--- src/rtl/reg_bank_slave.sv ---
// Bus-mapped register bank behind uart_core: ID, scratch, counter with
// coherent HI/LO snapshot, data FIFO, sticky read-clear status flags.
module reg_bank_slave #(
  parameter logic [15:0] ID_VALUE   = 16'h5A01,
  parameter int unsigned FIFO_DEPTH = 8,
  parameter int unsigned FIFO_AW    = 3
) (
  input  logic        bus2ip_clk,
  input  logic        bus2ip_rst_n,
  input  logic [15:0] bus2ip_addr_i,
  input  logic [15:0] bus2ip_data_i,
  input  logic        bus2ip_rd_ce_i,
  input  logic        bus2ip_wr_ce_i,
  output logic [15:0] ip2bus_data_o,
  output logic        fifo_nempty_o
);

  localparam int unsigned DW = 16;
  localparam int unsigned CW = 32;
  localparam int unsigned LW = FIFO_AW + 1;

  localparam logic [DW-1:0] ADDR_ID       = 16'h0000;
  localparam logic [DW-1:0] ADDR_SCRATCH0 = 16'h0001;
  localparam logic [DW-1:0] ADDR_SCRATCH1 = 16'h0002;
  localparam logic [DW-1:0] ADDR_CTRL     = 16'h0003;
  localparam logic [DW-1:0] ADDR_CNT_LO   = 16'h0004;
  localparam logic [DW-1:0] ADDR_CNT_HI   = 16'h0005;
  localparam logic [DW-1:0] ADDR_FIFO     = 16'h0006;
  localparam logic [DW-1:0] ADDR_STATUS   = 16'h0007;
  localparam logic [DW-1:0] ADDR_ACC_CNT  = 16'h0008;
  localparam logic [DW-1:0] BAD_ADDR_DATA = 16'hDEAD;

  logic [DW-1:0]      scratch0_q, scratch0_d;
  logic [DW-1:0]      scratch1_q, scratch1_d;
  logic               cnt_en_q, cnt_en_d;
  logic [CW-1:0]      cnt_q, cnt_d;
  logic [DW-1:0]      cnt_hi_snap_q, cnt_hi_snap_d;
  logic [FIFO_AW-1:0] wr_ptr_q, wr_ptr_d;
  logic [FIFO_AW-1:0] rd_ptr_q, rd_ptr_d;
  logic [LW-1:0]      level_q, level_d;
  logic               ovf_q, ovf_d;
  logic               unf_q, unf_d;
  logic               addr_err_q, addr_err_d;
  logic [DW-1:0]      acc_cnt_q, acc_cnt_d;
  logic [DW-1:0]      rdata_q, rdata_d;
  logic               nempty_q, nempty_d;

  logic [DW-1:0]      mem_q [FIFO_DEPTH];

  logic               fifo_full_c;
  logic               fifo_empty_c;
  logic               push_c;
  logic               pop_c;
  logic               ovf_set_c;
  logic               unf_set_c;
  logic               err_set_c;
  logic               sts_clr_c;
  logic [DW-1:0]      status_c;

  assign fifo_full_c  = (level_q == LW'(FIFO_DEPTH));
  assign fifo_empty_c = (level_q == '0);
  assign status_c     = {3'b000, addr_err_q, unf_q, ovf_q,
                         fifo_full_c, fifo_empty_c, 8'(level_q)};

  // Access decode and next-state computation
  always_comb begin
    scratch0_d    = scratch0_q;
    scratch1_d    = scratch1_q;
    cnt_en_d      = cnt_en_q;
    cnt_d         = cnt_en_q ? cnt_q + CW'(1) : cnt_q;
    cnt_hi_snap_d = cnt_hi_snap_q;
    wr_ptr_d      = wr_ptr_q;
    rd_ptr_d      = rd_ptr_q;
    level_d       = level_q;
    acc_cnt_d     = acc_cnt_q;
    rdata_d       = rdata_q;
    push_c        = 1'b0;
    pop_c         = 1'b0;
    ovf_set_c     = 1'b0;
    unf_set_c     = 1'b0;
    err_set_c     = 1'b0;
    sts_clr_c     = 1'b0;

    if (bus2ip_rd_ce_i || bus2ip_wr_ce_i) begin
      acc_cnt_d = acc_cnt_q + DW'(1);
    end

    if (bus2ip_wr_ce_i) begin
      case (bus2ip_addr_i)
        ADDR_SCRATCH0: scratch0_d = bus2ip_data_i;
        ADDR_SCRATCH1: scratch1_d = bus2ip_data_i;
        ADDR_CTRL: begin
          cnt_en_d = bus2ip_data_i[0];
          if (bus2ip_data_i[1]) begin
            cnt_d = '0;
          end
        end
        ADDR_FIFO: begin
          if (fifo_full_c) begin
            ovf_set_c = 1'b1;
          end else begin
            push_c = 1'b1;
          end
        end
        ADDR_ID, ADDR_CNT_LO, ADDR_CNT_HI, ADDR_STATUS, ADDR_ACC_CNT: begin
        end
        default: err_set_c = 1'b1;
      endcase
    end

    // A read that collides with a write is dropped and flagged
    if (bus2ip_rd_ce_i && bus2ip_wr_ce_i) begin
      err_set_c = 1'b1;
    end else if (bus2ip_rd_ce_i) begin
      case (bus2ip_addr_i)
        ADDR_ID:       rdata_d = ID_VALUE;
        ADDR_SCRATCH0: rdata_d = scratch0_q;
        ADDR_SCRATCH1: rdata_d = scratch1_q;
        ADDR_CTRL:     rdata_d = {15'd0, cnt_en_q};
        ADDR_CNT_LO: begin
          rdata_d       = cnt_q[DW-1:0];
          cnt_hi_snap_d = cnt_q[CW-1:DW];
        end
        ADDR_CNT_HI:   rdata_d = cnt_hi_snap_q;
        ADDR_FIFO: begin
          if (fifo_empty_c) begin
            rdata_d   = '0;
            unf_set_c = 1'b1;
          end else begin
            rdata_d = mem_q[rd_ptr_q];
            pop_c   = 1'b1;
          end
        end
        ADDR_STATUS: begin
          rdata_d   = status_c;
          sts_clr_c = 1'b1;
        end
        ADDR_ACC_CNT:  rdata_d = acc_cnt_q;
        default: begin
          rdata_d   = BAD_ADDR_DATA;
          err_set_c = 1'b1;
        end
      endcase
    end

    if (push_c) begin
      wr_ptr_d = wr_ptr_q + FIFO_AW'(1);
    end
    if (pop_c) begin
      rd_ptr_d = rd_ptr_q + FIFO_AW'(1);
    end
    if (push_c && !pop_c) begin
      level_d = level_q + LW'(1);
    end else if (pop_c && !push_c) begin
      level_d = level_q - LW'(1);
    end

    // Set events beat the read-clear
    ovf_d      = ovf_set_c | (ovf_q & ~sts_clr_c);
    unf_d      = unf_set_c | (unf_q & ~sts_clr_c);
    addr_err_d = err_set_c | (addr_err_q & ~sts_clr_c);
    nempty_d   = (level_d != '0);
  end

  always_ff @(posedge bus2ip_clk) begin
    if (!bus2ip_rst_n) begin
      scratch0_q    <= '0;
      scratch1_q    <= '0;
      cnt_en_q      <= 1'b0;
      cnt_q         <= '0;
      cnt_hi_snap_q <= '0;
      wr_ptr_q      <= '0;
      rd_ptr_q      <= '0;
      level_q       <= '0;
      ovf_q         <= 1'b0;
      unf_q         <= 1'b0;
      addr_err_q    <= 1'b0;
      acc_cnt_q     <= '0;
      rdata_q       <= '0;
      nempty_q      <= 1'b0;
    end else begin
      scratch0_q    <= scratch0_d;
      scratch1_q    <= scratch1_d;
      cnt_en_q      <= cnt_en_d;
      cnt_q         <= cnt_d;
      cnt_hi_snap_q <= cnt_hi_snap_d;
      wr_ptr_q      <= wr_ptr_d;
      rd_ptr_q      <= rd_ptr_d;
      level_q       <= level_d;
      ovf_q         <= ovf_d;
      unf_q         <= unf_d;
      addr_err_q    <= addr_err_d;
      acc_cnt_q     <= acc_cnt_d;
      rdata_q       <= rdata_d;
      nempty_q      <= nempty_d;
    end
  end

  // FIFO storage needs no reset; the pointers and level define validity
  always_ff @(posedge bus2ip_clk) begin
    if (push_c && bus2ip_rst_n) begin
      mem_q[wr_ptr_q] <= bus2ip_data_i;
    end
  end

  assign ip2bus_data_o = rdata_q;
  assign fifo_nempty_o = nempty_q;

endmodule
--- config.mk ---
export PLATFORM = sky130hd
export DESIGN_NAME = reg_bank_slave
export DESIGN_NICKNAME = d
export VERILOG_FILES = /design/src/rtl/reg_bank_slave.sv
export SDC_FILE = /design/constraint.sdc
export NUM_CORES = 1
export LEC_CHECK = 0
export ABC_AREA = 1
export ABC_CLOCK_PERIOD_IN_PS = 2400
export CAP_MARGIN = 20
export CORE_MARGIN = 5
export CORE_UTILIZATION = 54
export CTS_BUF_LIST = sky130_fd_sc_hd__clkbuf_16
export DETAILED_ROUTE_END_ITERATION = 8
export PLACE_DENSITY = 0.85
export REMOVE_ABC_BUFFERS = 1
export SYNTH_ARGS = -nofsm -noshare
export SYNTH_HDL_FRONTEND = slang
export SYNTH_SLANG_ARGS = --single-unit
--- constraint.sdc ---
create_clock -name bus2ip_clk -period 2.4 [get_ports bus2ip_clk]
set_input_delay 0.48 -clock bus2ip_clk [delete_from_list [all_inputs] [get_ports bus2ip_clk]]
set_output_delay 0.48 -clock bus2ip_clk [all_outputs]
set_load 0.02 [all_outputs]
After elaboration in Yosys (flattened, before gate mapping)

Memory sizes are Yosys's and may differ from the RTL's. A register that Yosys moved wholly into a read port is not among the register bits.
Cells that the tools add are included.

Word-level logic and storage cells: 88
Register bits: 127
Memory bits (writable): 128
Output and inout bits: 17
Bits in latches: 0
Bits in read-only memories: 0
Input port bits: 36
Memories kept: 1

Equality and inequality tests: 9
Bitwise operators: 8
Divide/modulo/power cells: 0
Add/sub/neg operators: 6
Shift operators: 0
Multiply operators: 0
Reductions and logical operators: 16
Magnitude comparators: 0
Mux-type cells: 34

Memory list:

| memory | words | width | rd ports | clocked after Yosys merged registers in | wr ports | RTL line | text |
|---|---|---|---|---|---|---|---|
| mem_q  | 8     | 16    | 1        | 1                                       | 1        | 48       | `logic [DW-1:0] mem_q [FIFO_DEPTH];` |

Operators by type and width:

| kind                                                                    | count |
|---|---|
| 16-bit case mux with 9 select lines                                     | 1 |
| 32-bit two-way mux                                                      | 4 |
| 16-bit by 3-bit equality test with 1-bit output (second input constant) | 4 |
| 32-bit by 1-bit adder with 32-bit output (second input constant)        | 1 |
| 16-bit by 2-bit equality test with 1-bit output (second input constant) | 2 |
| 1-bit two-way mux                                                       | 24 |
| 16-bit by 1-bit adder with 16-bit output (second input constant)        | 1 |
| 16-bit by 1-bit equality test with 1-bit output (second input constant) | 1 |
| 16-bit by 4-bit equality test with 1-bit output (second input constant) | 1 |
| 16-bit logical NOT                                                      | 1 |
| 16-bit two-way mux                                                      | 1 |
| 9-bit OR reduction                                                      | 1 |
| 4-bit two-way mux                                                       | 2 |
| 2-bit AND reduction                                                     | 4 |
| 3-bit by 1-bit adder with 3-bit output (second input constant)          | 2 |
| 3-bit two-way mux                                                       | 2 |
| 4-bit by 1-bit adder with 4-bit output (second input constant)          | 1 |
| 4-bit equality test (second input constant)                             | 1 |
| 1-bit logical AND                                                       | 4 |
| 4-bit logical NOT                                                       | 1 |
| 4-bit nonzero test                                                      | 1 |
| 4-bit by 1-bit subtractor with 4-bit output (second input constant)     | 1 |
| 1-bit bitwise AND                                                       | 3 |
| 1-bit bitwise OR                                                        | 3 |
| other kinds (4)                                                         | 6 |

Depth between registers and ports, before layout

Gate-level depths: netlist (run 1).

Depth in word-level cells: 9
Mapped depth: 13

Worst setup path after synthesis (run 1)

No wires, ideal clock.

Kind: input to register
Start: input port bus2ip_addr_i[11]
End: memory mem_q[1][0] (enable)
Stages: 8
Arrival time: 2.133 ns
Required time: 2.012 ns
Path buffers: 1
Setup slack: -0.122 ns
Setup time: 0.388 ns
Path through: nor2_1 nand2_1 nor2_4 buf_6 nand4_1 inv_1 nand2_1 nor2_1

Longest elaborated chain between the ends: 6

RTL lines:

| what                                            | RTL line | text |
|---|---|---|
| start, declared                                 | 10       | `input logic [15:0] bus2ip_addr_i,` |
| 16-bit by 3-bit equality test with 1-bit output | 89       | `case (bus2ip_addr_i)` |
| 1-bit two-way mux                               | 89       |  |
| 1-bit two-way mux                               | 88       | `if (bus2ip_wr_ce_i) begin` |
| 1-bit logical AND                               | 201      | `if (push_c && bus2ip_rst_n) begin` |
| 1-bit two-way mux                               | 201      |  |
| 1-bit two-way mux (implied by the code)         | 202      | `mem_q[wr_ptr_q] <= bus2ip_data_i;` |
| end, declared                                   | 48       |  |

Every way passes these cells.

Worst setup path in the final report (run 1)

Start: register level_q[0]
End: memory mem_q[4][9] (enable)

Longest elaborated chain between the ends: 7

RTL lines:

| what                                    | RTL line | text |
|---|---|---|
| start, declared                         | 40       | `logic [LW-1:0] level_q, level_d;` |
| start signal, assigned                  | 189      | `level_q <= level_d;` |
| 4-bit equality test                     | 60       | `assign fifo_full_c = (level_q == LW'(FIFO_DEPTH));` |
| 1-bit two-way mux                       | 99       | `if (fifo_full_c) begin` |
| 1-bit two-way mux                       | 89       |  |
| 1-bit two-way mux                       | 88       |  |
| 1-bit logical AND                       | 201      |  |
| 1-bit two-way mux                       | 201      |  |
| 1-bit two-way mux (implied by the code) | 202      |  |

Every way passes these cells.

==> results of run 1 <==
## flip-flops by register name (all words and copies together) (netlist names), named ones only
name,flops
scratch0_q,16
unf_q,1
wr_ptr_q,3
scratch1_q,16
cnt_en_q,1
fifo_nempty_o,1
mem_q,128
level_q,4
addr_err_q,1
ovf_q,1
acc_cnt_q,16
ip2bus_data_o,16
cnt_q,32
cnt_hi_snap_q,16
rd_ptr_q,3
## synth_stat cells
cell type	number	area, um^2
a211oi_1	2	15.0
a21oi_1	82	410
a21oi_2	1	8.76
a21oi_4	1	16.3
a22oi_1	1	7.51
a31oi_1	1	6.26
buf_1	3	11.3
buf_2	14	70.1
buf_4	2	15.0
buf_6	2	22.5
clkbuf_1	30	113
dfxtp_1	130	2600
edfxtp_1	128	3840
ha_1	7	87.6
inv_1	96	360
inv_2	9	33.8
nand2_1	197	739
nand2_2	7	43.8
nand2_4	3	33.8
nand3_1	93	465
nand3_2	3	30.0
nand3b_1	2	15.0
nand4_1	13	81.3
nor2_1	247	927
nor2_2	7	43.8
nor2_4	7	78.8
nor2_8	1	20.0
nor3_1	21	105
nor3_2	2	20.0
nor3b_1	1	7.51
nor4_1	1	6.26
o211ai_1	26	195
o21a_1	1	7.51
o21ai_0	113	566
o21bai_1	1	7.51
o221ai_1	6	52.6
o22ai_1	6	37.5
or2_2	2	12.5
xnor2_1	8	70.1
xor2_1	19	166
## worst min-delay path by stage
stage	cells after the start	slack [ns]	startpoint	endpoint
after detailed placement	2	0.45	scratch1_q[4]	scratch1_q[4]
after global placement	2	0.44	scratch1_q[8]	scratch1_q[8]
final	2	0.46	scratch1_q[7]	scratch1_q[7]
after floorplan	2	0.42	cnt_hi_snap_q[11]	cnt_hi_snap_q[11]
after CTS	2	0.46	scratch1_q[4]	scratch1_q[4]
after global routing	2	0.48	scratch0_q[0]	scratch0_q[0]
## critical path: stages (launching register included)
cell	delay, ns
dfxtp_1	0.43
inv_1	0.13
ha_1	0.25
nand2_1	0.10
nor2_1	0.09
inv_1	0.08
nand4_1	0.13
inv_1	0.15
nand2_1	0.13
nor2_1	0.21
buf_4	0.23
## cell type report
type	count	area (um^2)
clock buffer	25	626
clock inverter	20	119
fill	1581	7490
inverter	105	394
multi-input combinational	882	4280
sequential	258	6450
tap	275	344
timing repair buffer	129	1190
## logic make-up after synthesis
kind of cell | Yosys count | share of synthesized area (%)
simple gates | 607 | 23.2
buf+inv | 156 | 5.51
xor+xnor | 27 | 2.08
fa+ha+maj | 7 | 0.771
compound gates | 241 | 11.7
flops | 258 | 56.8
## layer usage
metal  GRT usage [%]  vias to the layer above
li1                -                     4575
met1            33.4                     4572
met2            39.5                      537
met3            4.62                       90
met4            10.6                        0
met5               0                        -
## per-stage QoR
step                setup slack (ns)  TNS [ns]  hold slack, ns  instance area (um^2)  instances
finish                         0.178         0           0.460                 13400       1694
detailed placement            -0.101     -9.81           0.449                 12700       1649
floorplan                     -0.521    -69.81           0.424                 11100       1245
CTS                            0.232         0           0.458                 13400       1694
global placement             -0.0616     -5.24           0.439                 12700       1649
global route                  0.0835         0           0.478                 13400       1694
## power groups by stage
stage | Sequential (uW) | Combinational (uW) | Clock, uW
final | 4650 | 295 | 3640
after CTS | 4650 | 293 | 3670
after floorplan | 4750 | 76.7 | 0
after global placement | 4740 | 284 | 0
after global routing | 4650 | 316 | 3860
after detailed placement | 4740 | 291 | 0
==> results.txt, run 1 <==
DIE HEIGHT -> 155 um
commonest non-fill, non-tap cells in the layout -> nor2_1, nand2_1, dfxtp_1
Hold Buf Count CTS -> 0
R2R Path Start -> level_q[0]
routed len/inst -> 17.9 um
largest net degree at the start of global routing -> 65
Tcrit/Tclk final -> 92.6%
Final Max Slew Viols -> 0
Hold WC Path Type -> flop to flop
sw frac -> 21.4%
end of the critical path -> mem_q[4][9]
Ys Warns -> 0
utilization after layout -> 64.2%
Reg-to-Reg End -> mem_q[4][9]
row cnt -> 53
max layer used -> met4
metal3 WL -> 2860 um
Max Buffers Root-to-Sink -> 3
GRT Util Overall -> 24.8%
clock skew -> 0.0100 ns
Ports -> 53
pwr dens -> 640 mW/mm^2
Pint -> 6750 uW
Worst R2R Setup Slack -> 0.18 ns
initial antenna violation count -> 0
Worst EP arrival -> 2.45 ns
cts bufs inserted -> 25
detailed placer's ending HPWL -> 21,100 um
Die Area -> 0.0240 mm^2
Routability Congestion -> 0.989
clock-pin slew on the worst setup and hold paths -> 0.07 ns
status -> completed
Setup crit end kind -> flop
Final Hold Viols -> 0
Port Buf Inserts -> 52
Final #Nets -> 1,444
Mapped Cells -> 1,296
drc violations -> 0
Peak supply drop -> 0.000438 V
commonest non-fill, non-tap cell in the layout -> nor2_1
Worst Setup SP -> level_q[0]
Layout area overhead -> 18.0%
worst-path fanout max -> 8
Flop pwr share -> 54.2%
sequential share of the synthesized area -> 56.8%
worst-margin pin slew -> 0.649 ns
M1 WL -> 12,100 um
min Tclk post-route -> 2.22 ns
Pre-Repair DR Iteration Count -> 6
final WL -> 30,300 um
P_leak -> 0.00484 uW
total power -> 8580 uW
Worst-Skew Late Latency -> 0.53 ns
n_diodes -> 0
Initial Util -> 54.4%
post-CTS setup buffers -> 0
final setup fails -> 0
TritonCTS clock tree -> built
Mapped Area -> 0.0114 mm^2
clock root cell -> clkbuf_16
Net Sw Power -> 1830 uW
Antenna Nets Post-Route -> 0
CP startpoint kind -> flop
Clock Power Share -> 42.4%
Iteration-0 DRC Markers -> 1,313
wire length of the first global-routing pass -> 47,900 um
Die W -> 155 um
Yosys reg bits -> 258
grt ovf -> 0
max-cap check violation count -> 0
FMAX -> 0.450 GHz
H-tree Lvls -> 1
Logic pwr share -> 3.4%
Mean Syn Cell Area -> 8.76 um^2
via/cell ratio -> 5.77
RSZ-0062 raised after global routing -> no
vias -> 9,774
core area -> 0.0209 mm^2
CP required -> 2.63 ns
worst reg2reg path depth -> 10
max_slew headroom -> 56.7%
layout cells sized above 1 -> 10.9%
Sink Count -> 258
crit path kind -> flop to flop
WL met2 -> 14,000 um
via count of the first global-routing pass -> 9,201
Cell variety after synth -> 40
post_cts resized -> 0
No activity file was read; power rests on OpenSTA's default activity.
==> run 2: changes to the inputs <==
ABC_CLOCK_PERIOD_IN_PS = 1900   (was 2400)
CORE_UTILIZATION = 40   (was 54)
HOLD_SLACK_MARGIN = 0.02   (was default)
PLACE_DENSITY = 0.69   (was 0.85)
clock period = 1.9 ns   (was 2.4 ns; I/O delays follow)
==> results.txt, run 2 (synthesis gave the netlist of run 1 again) <==
CP cell instances -> clkdlybuf4s50_1
Worst path slowest cell -> clkdlybuf4s50_1
commonest non-fill, non-tap cell in the layout -> nor2_1
Initial Util -> 40.7% (-14 points)
final WL -> 29,900 um (-1.3%)
clock root cell -> clkbuf_16
Max Buffers Root-to-Sink -> 3 (unchanged)
layout cells sized above 1 -> 15.3% (+4.4 points)
commonest non-fill, non-tap cells in the layout -> nor2_1, nand2_1, edfxtp_1
GR Util met1 -> 26.1% (-7.4 points)
Worst EP arrival -> 1.46 ns (-0.99 ns)
vias -> 9,459 (-3.2%)
placed cell area -> 0.0132 mm^2 (+4.2%)
Final Hold Viols -> 0 (unchanged)
pwr dens -> 808 mW/mm^2 (+26%)
final setup fails -> 0 (unchanged)
routed len/inst -> 16.2 um (-9.1%)
Pre-Repair DR Iteration Count -> 5 (-1)
CP startpoint kind -> flop
Worst path max stage delay -> 0.61 ns (+0.18 ns)
status -> completed
Layout area overhead -> 25.7%
detailed placer's ending HPWL -> 21,400 um (+1.5%)
Tcrit/Tclk final -> 96.7%
largest net degree at the start of global routing -> 60 (-7.7%)
Top reg by flops -> mem_q
Final Max Slew Viols -> 0 (unchanged)
crit path kind -> flop to output port
Crit path max-delay family -> buffers and inverters
drc violations -> 0 (unchanged)
Iteration-0 DRC Markers -> 745 (-43%)
CP required -> 1.52 ns (-1.11 ns)
clock-pin slew on the worst setup and hold paths -> 0.06 ns (about the same)
utilization after layout -> 51.1% (-13 points)
clock skew -> 0.0244 ns (+0.0144 ns)
max_slew headroom -> 57.4% (+0.67 points)
global route hottest layer -> met2
initial antenna violation count -> 0 (unchanged)
cts bufs inserted -> 26 (+4.0%)
Peak supply drop -> 0.000634 V (+45%)
Die W -> 178 um (+15%)
worst-margin pin slew -> 0.639 ns (-0.0101 ns)
min Tclk post-route -> 1.84 ns
Largest register FFs -> 128 (unchanged)
Die Area -> 0.0319 mm^2 (+33%)
row cnt -> 61 (+15%)
H-tree Lvls -> 1 (unchanged)
grt met3 use -> 2.25% (-2.4 points)
Setup crit end kind -> output port
met2 global-route usage -> 29.9% (-9.6 points)
Antenna Nets Post-Route -> 0 (unchanged)
Port Buf Inserts -> 52 (unchanged)
n_diodes -> 0 (unchanged)
Ports -> 53 (unchanged)
Final #Nets -> 1,483 (+2.7%)
crit path buf inv count -> 1 (-3)
Sink Count -> 258 (unchanged)
Routability Congestion -> 0.902 (-8.7%)
TritonCTS clock tree -> built
GRT Util Overall -> 18.5% (-6.3 points)
post-route cell area -> 0.0143 mm^2 (+6.6%)
Worst-Skew Late Latency -> 0.55 ns (+0.02 ns)
core area -> 0.0279 mm^2 (+34%)
Hold WC Path Type -> flop to flop
DIE HEIGHT -> 178 um (+15%)
FMAX -> 0.544 GHz
worst-path fanout max -> 1 (-7)
grt ovf -> 0 (unchanged)
wire length of the first global-routing pass -> 47,200 um (-1.4%)
Hold Buf Count CTS -> 0 (unchanged)
total power -> 11,500 uW (+34%)
via count of the first global-routing pass -> 8,914 (-3.1%)
biggest regs -> mem_q: 128 flops, cnt_q: 32 flops
P_leak -> 0.00536 uW (+11%)
via/cell ratio -> 5.15 (-11%)
max-cap check violation count -> 0 (unchanged)
-- run 2: final cells by class --
class                      count  area, um^2
clock buffer                  27         676
inverter                     105         402
fill                        2541       13700
multi-input combinational    882        4380
tap                          378         473
sequential                   258        6450
clock inverter                21         221
timing repair buffer         167        1670
-- run 2: routing by layer --
metal / wire [um] / up-vias
met5: 0 / -
li1: - / 4656
met1: 13300 / 4467
met2: 13800 / 287
met4: 904 / 0
met3: 1810 / 49
-- run 2: through the flow --
stage                     instances  TNS [ns]  setup slack, ns  hold slack [ns]
after floorplan                1245   -156.54           -0.921            0.424
after global placement         1786    -85.21           -0.454            0.436
after detailed placement       1786    -91.25           -0.486            0.441
final                          1838         0           0.0620            0.454
after global routing           1838   -0.0784          -0.0156            0.475
after CTS                      1835         0         0.000932            0.453
-- run 2: power by group --
group          switching (uW)  total [uW]  internal (uW)
Clock                    2160        5290           3130
Sequential               19.5        5870           5850
Combinational             217         370            153
-- run 2: worst paths after layout --
path	slack, ns	end	cells after the start	start
worst min register to register	0.45	scratch0_q[14]	2	scratch0_q[14]
worst max register to register	0.10	mem_q[4][9]	10	level_q[0]
worst max-delay path	0.06	fifo_nempty_o	1	fifo_nempty_o
worst min-delay path	0.45	scratch0_q[14]	2	scratch0_q[14]
-- run 2: repair_timing --
| action | 4_1_cts | 5_1_grt |
|---|---|---|
| buffers inserted | 1 | 1 |
| pin swaps | 3 | 8 |
| endpoints found under the setup margin | 137 | 152 |
| gates cloned | 0 | 2 |
| resized for setup | 21 | 35 |
| hold endpoints to repair | 0 | 0 |
==> run 3: changes to the inputs <==
CELL_PAD_IN_SITES_DETAIL_PLACEMENT = 1   (was default)
CELL_PAD_IN_SITES_GLOBAL_PLACEMENT = 1   (was default)
MAX_ROUTING_LAYER = met4   (was default)
PLACE_DENSITY = 0.83   (was 0.69)
==> results.txt, run 3 (synthesis gave the netlist of run 1 again) <==
status -> completed
max_slew headroom -> 64.4% (+7.1 points)
initial antenna violation count -> 3 (+3)
core area -> 0.0279 mm^2 (unchanged)
wire length of the first global-routing pass -> 57,600 um (+22%)
max-cap check violation count -> 0 (unchanged)
Setup WS post-layout -> 0.0433 ns (-0.0186 ns)
drc violations -> 0 (unchanged)
Die W -> 178 um (unchanged)
via/cell ratio -> 5.45 (+5.8%)
P_leak -> 0.00523 uW (-2.3%)
crit path kind -> input port to flop
Iteration-0 DRC Markers -> 743 (-0.27%)
final WL -> 37,800 um (+27%)
H-tree Lvls -> 1 (unchanged)
GRT Util Overall -> 23.7% (+5.2 points)
clock skew -> 0.0139 ns (-0.0106 ns)
commonest non-fill, non-tap cells in the layout -> nor2_1, nand2_1, edfxtp_1
Inst Count DP -> 1,789 (+0.17%)
min Tclk post-route -> 1.86 ns (+0.0186 ns)
Final Max Slew Viols -> 0 (unchanged)
Initial Util -> 40.7% (unchanged)
Peak supply drop -> 0.000732 V (+16%)
Max Buffers Root-to-Sink -> 3 (unchanged)
cts bufs inserted -> 28 (+7.7%)
Ports -> 53 (unchanged)
clock root cell -> clkbuf_16
TNS Setup -> 0 ns (unchanged)
DIE HEIGHT -> 178 um (unchanged)
CP required -> 2.38 ns (+0.86 ns)
pwr dens -> 813 mW/mm^2 (+0.64%)
Sink Count -> 258 (unchanged)
via count of the first global-routing pass -> 10,600 (+19%)
biggest regs -> mem_q: 128 flops, cnt_q: 32 flops
vias -> 10,100 (+6.3%)
Final Hold Viols -> 0 (unchanged)
Tcrit/Tclk final -> 97.7% (+0.98 points)
CP startpoint kind -> input port
commonest non-fill, non-tap cell in the layout -> nor2_1
layout cells sized above 1 -> 16.6% (+1.3 points)
FMAX -> 0.539 GHz (-1.0%)
Largest register FFs -> 128 (unchanged)
Routability Congestion -> 0.920 (+2.0%)
Pre-Repair DR Iteration Count -> 4 (-1)
Setup crit end kind -> flop
utilization after layout -> 51.2% (+0.12 points)
detailed placer's ending HPWL -> 26,300 um (+23%)
routed len/inst -> 20.5 um (+26%)
Die Area -> 0.0319 mm^2 (unchanged)
Antenna Nets Post-Route -> 0 (unchanged)
Worst EP arrival -> 2.33 ns (+0.87 ns)
DP Worst Slack -> -0.539 ns (-0.0534 ns)
RSZ-0062 raised after global routing -> yes
Layout area overhead -> 26.0%
largest net degree at the start of global routing -> 37 (-38%)
worst-path fanout max -> 14 (+13)
Top reg by flops -> mem_q
TritonCTS clock tree -> built
worst-margin pin slew -> 0.532 ns (-0.107 ns)
filler cell count -> 3,277 (+29%)
grt ovf -> 0 (unchanged)
Finished Layout Cells -> 1,846 (+0.44%)
Port Buf Inserts -> 52 (unchanged)
Final #Nets -> 1,489 (+0.40%)
Hold WC Path Type -> input port to flop
Hold Buf Count CTS -> 0 (unchanged)
final setup fails -> 0 (unchanged)
Worst-Skew Late Latency -> 0.55 ns (about the same)
row cnt -> 61 (unchanged)
clock-pin slew on the worst setup and hold paths -> 0.06 ns (about the same)
total power -> 11,600 uW (+0.87%)
[run 3: per-stage QoR]
step	area, um^2	hold WS (ns)
5_1_grt	14300	0.443
3_5_place_dp	13200	0.451
6_report	14300	0.446
4_1_cts	14100	0.461
2_1_floorplan	11100	0.424
3_3_place_gp	13200	0.440
[run 3: what timing repair did]
item / 4_1_cts / 5_1_grt
gates resized for setup: 10 / 55
endpoints found under the setup margin: 138 / 169
hold endpoints to repair: 0 / 0
cloned: 1 / 2
pin swaps: 1 / 10
buffers inserted: 0 / 3
[run 3: cell type report]
class                      instances  area (um^2)  area share [%]
antenna                            1         2.50          0.0175
clock buffer                      28          701            4.90
clock inverter                    23          200            1.40
inverter                         105          403            2.81
multi-input combinational        883         4420            30.9
sequential                       258         6450            45.1
tap                              378          473            3.30
timing repair buffer             170         1660            11.6
[run 3: per-layer routing]
layer	up-vias	global-route usage (%)	part of all wire (%)
met5	-	-	0
met4	0	9.05	3.6
met3	82	3.03	5.1
met2	289	39.6	49
met1	5026	29.6	42
li1	4657	-	-
[run 3: power breakdown]
| part | internal, uW | leakage [uW] | switching (uW) | total [uW] |
|---|---|---|---|---|
| registers | 5850 | 0.00220 | 17.2 | 5870 |
| logic | 160 | 0.00259 | 241 | 402 |
| clock network | 3090 | 0.000442 | 2270 | 5360 |
| total | 9100 | 0.00523 | 2530 | 11600 |
[run 3: worst paths after layout]
check,startpoint,cells past startpoint,slack [ns],to
worst max-delay path,bus2ip_addr_i[13],11,0.04,ip2bus_data_o[9]
worst min-delay path,bus2ip_wr_ce_i,4,0.45,ovf_q
worst max register to register,level_q[1],10,0.10,mem_q[3][6]
worst min register to register,scratch0_q[10],2,0.46,scratch0_q[10]
[run 3: worst max-delay path, stage by stage]
cell and delay [ns]:
clkdlybuf4s50_1 0.40, nor2_1 0.10, nand2_1 0.09, nor2_4 0.19, buf_12 0.18, nand3_1 0.16
o21ai_0 0.45, nor2_1 0.11, nand3_1 0.13, nor2_2 0.05, nor2_1 0.10
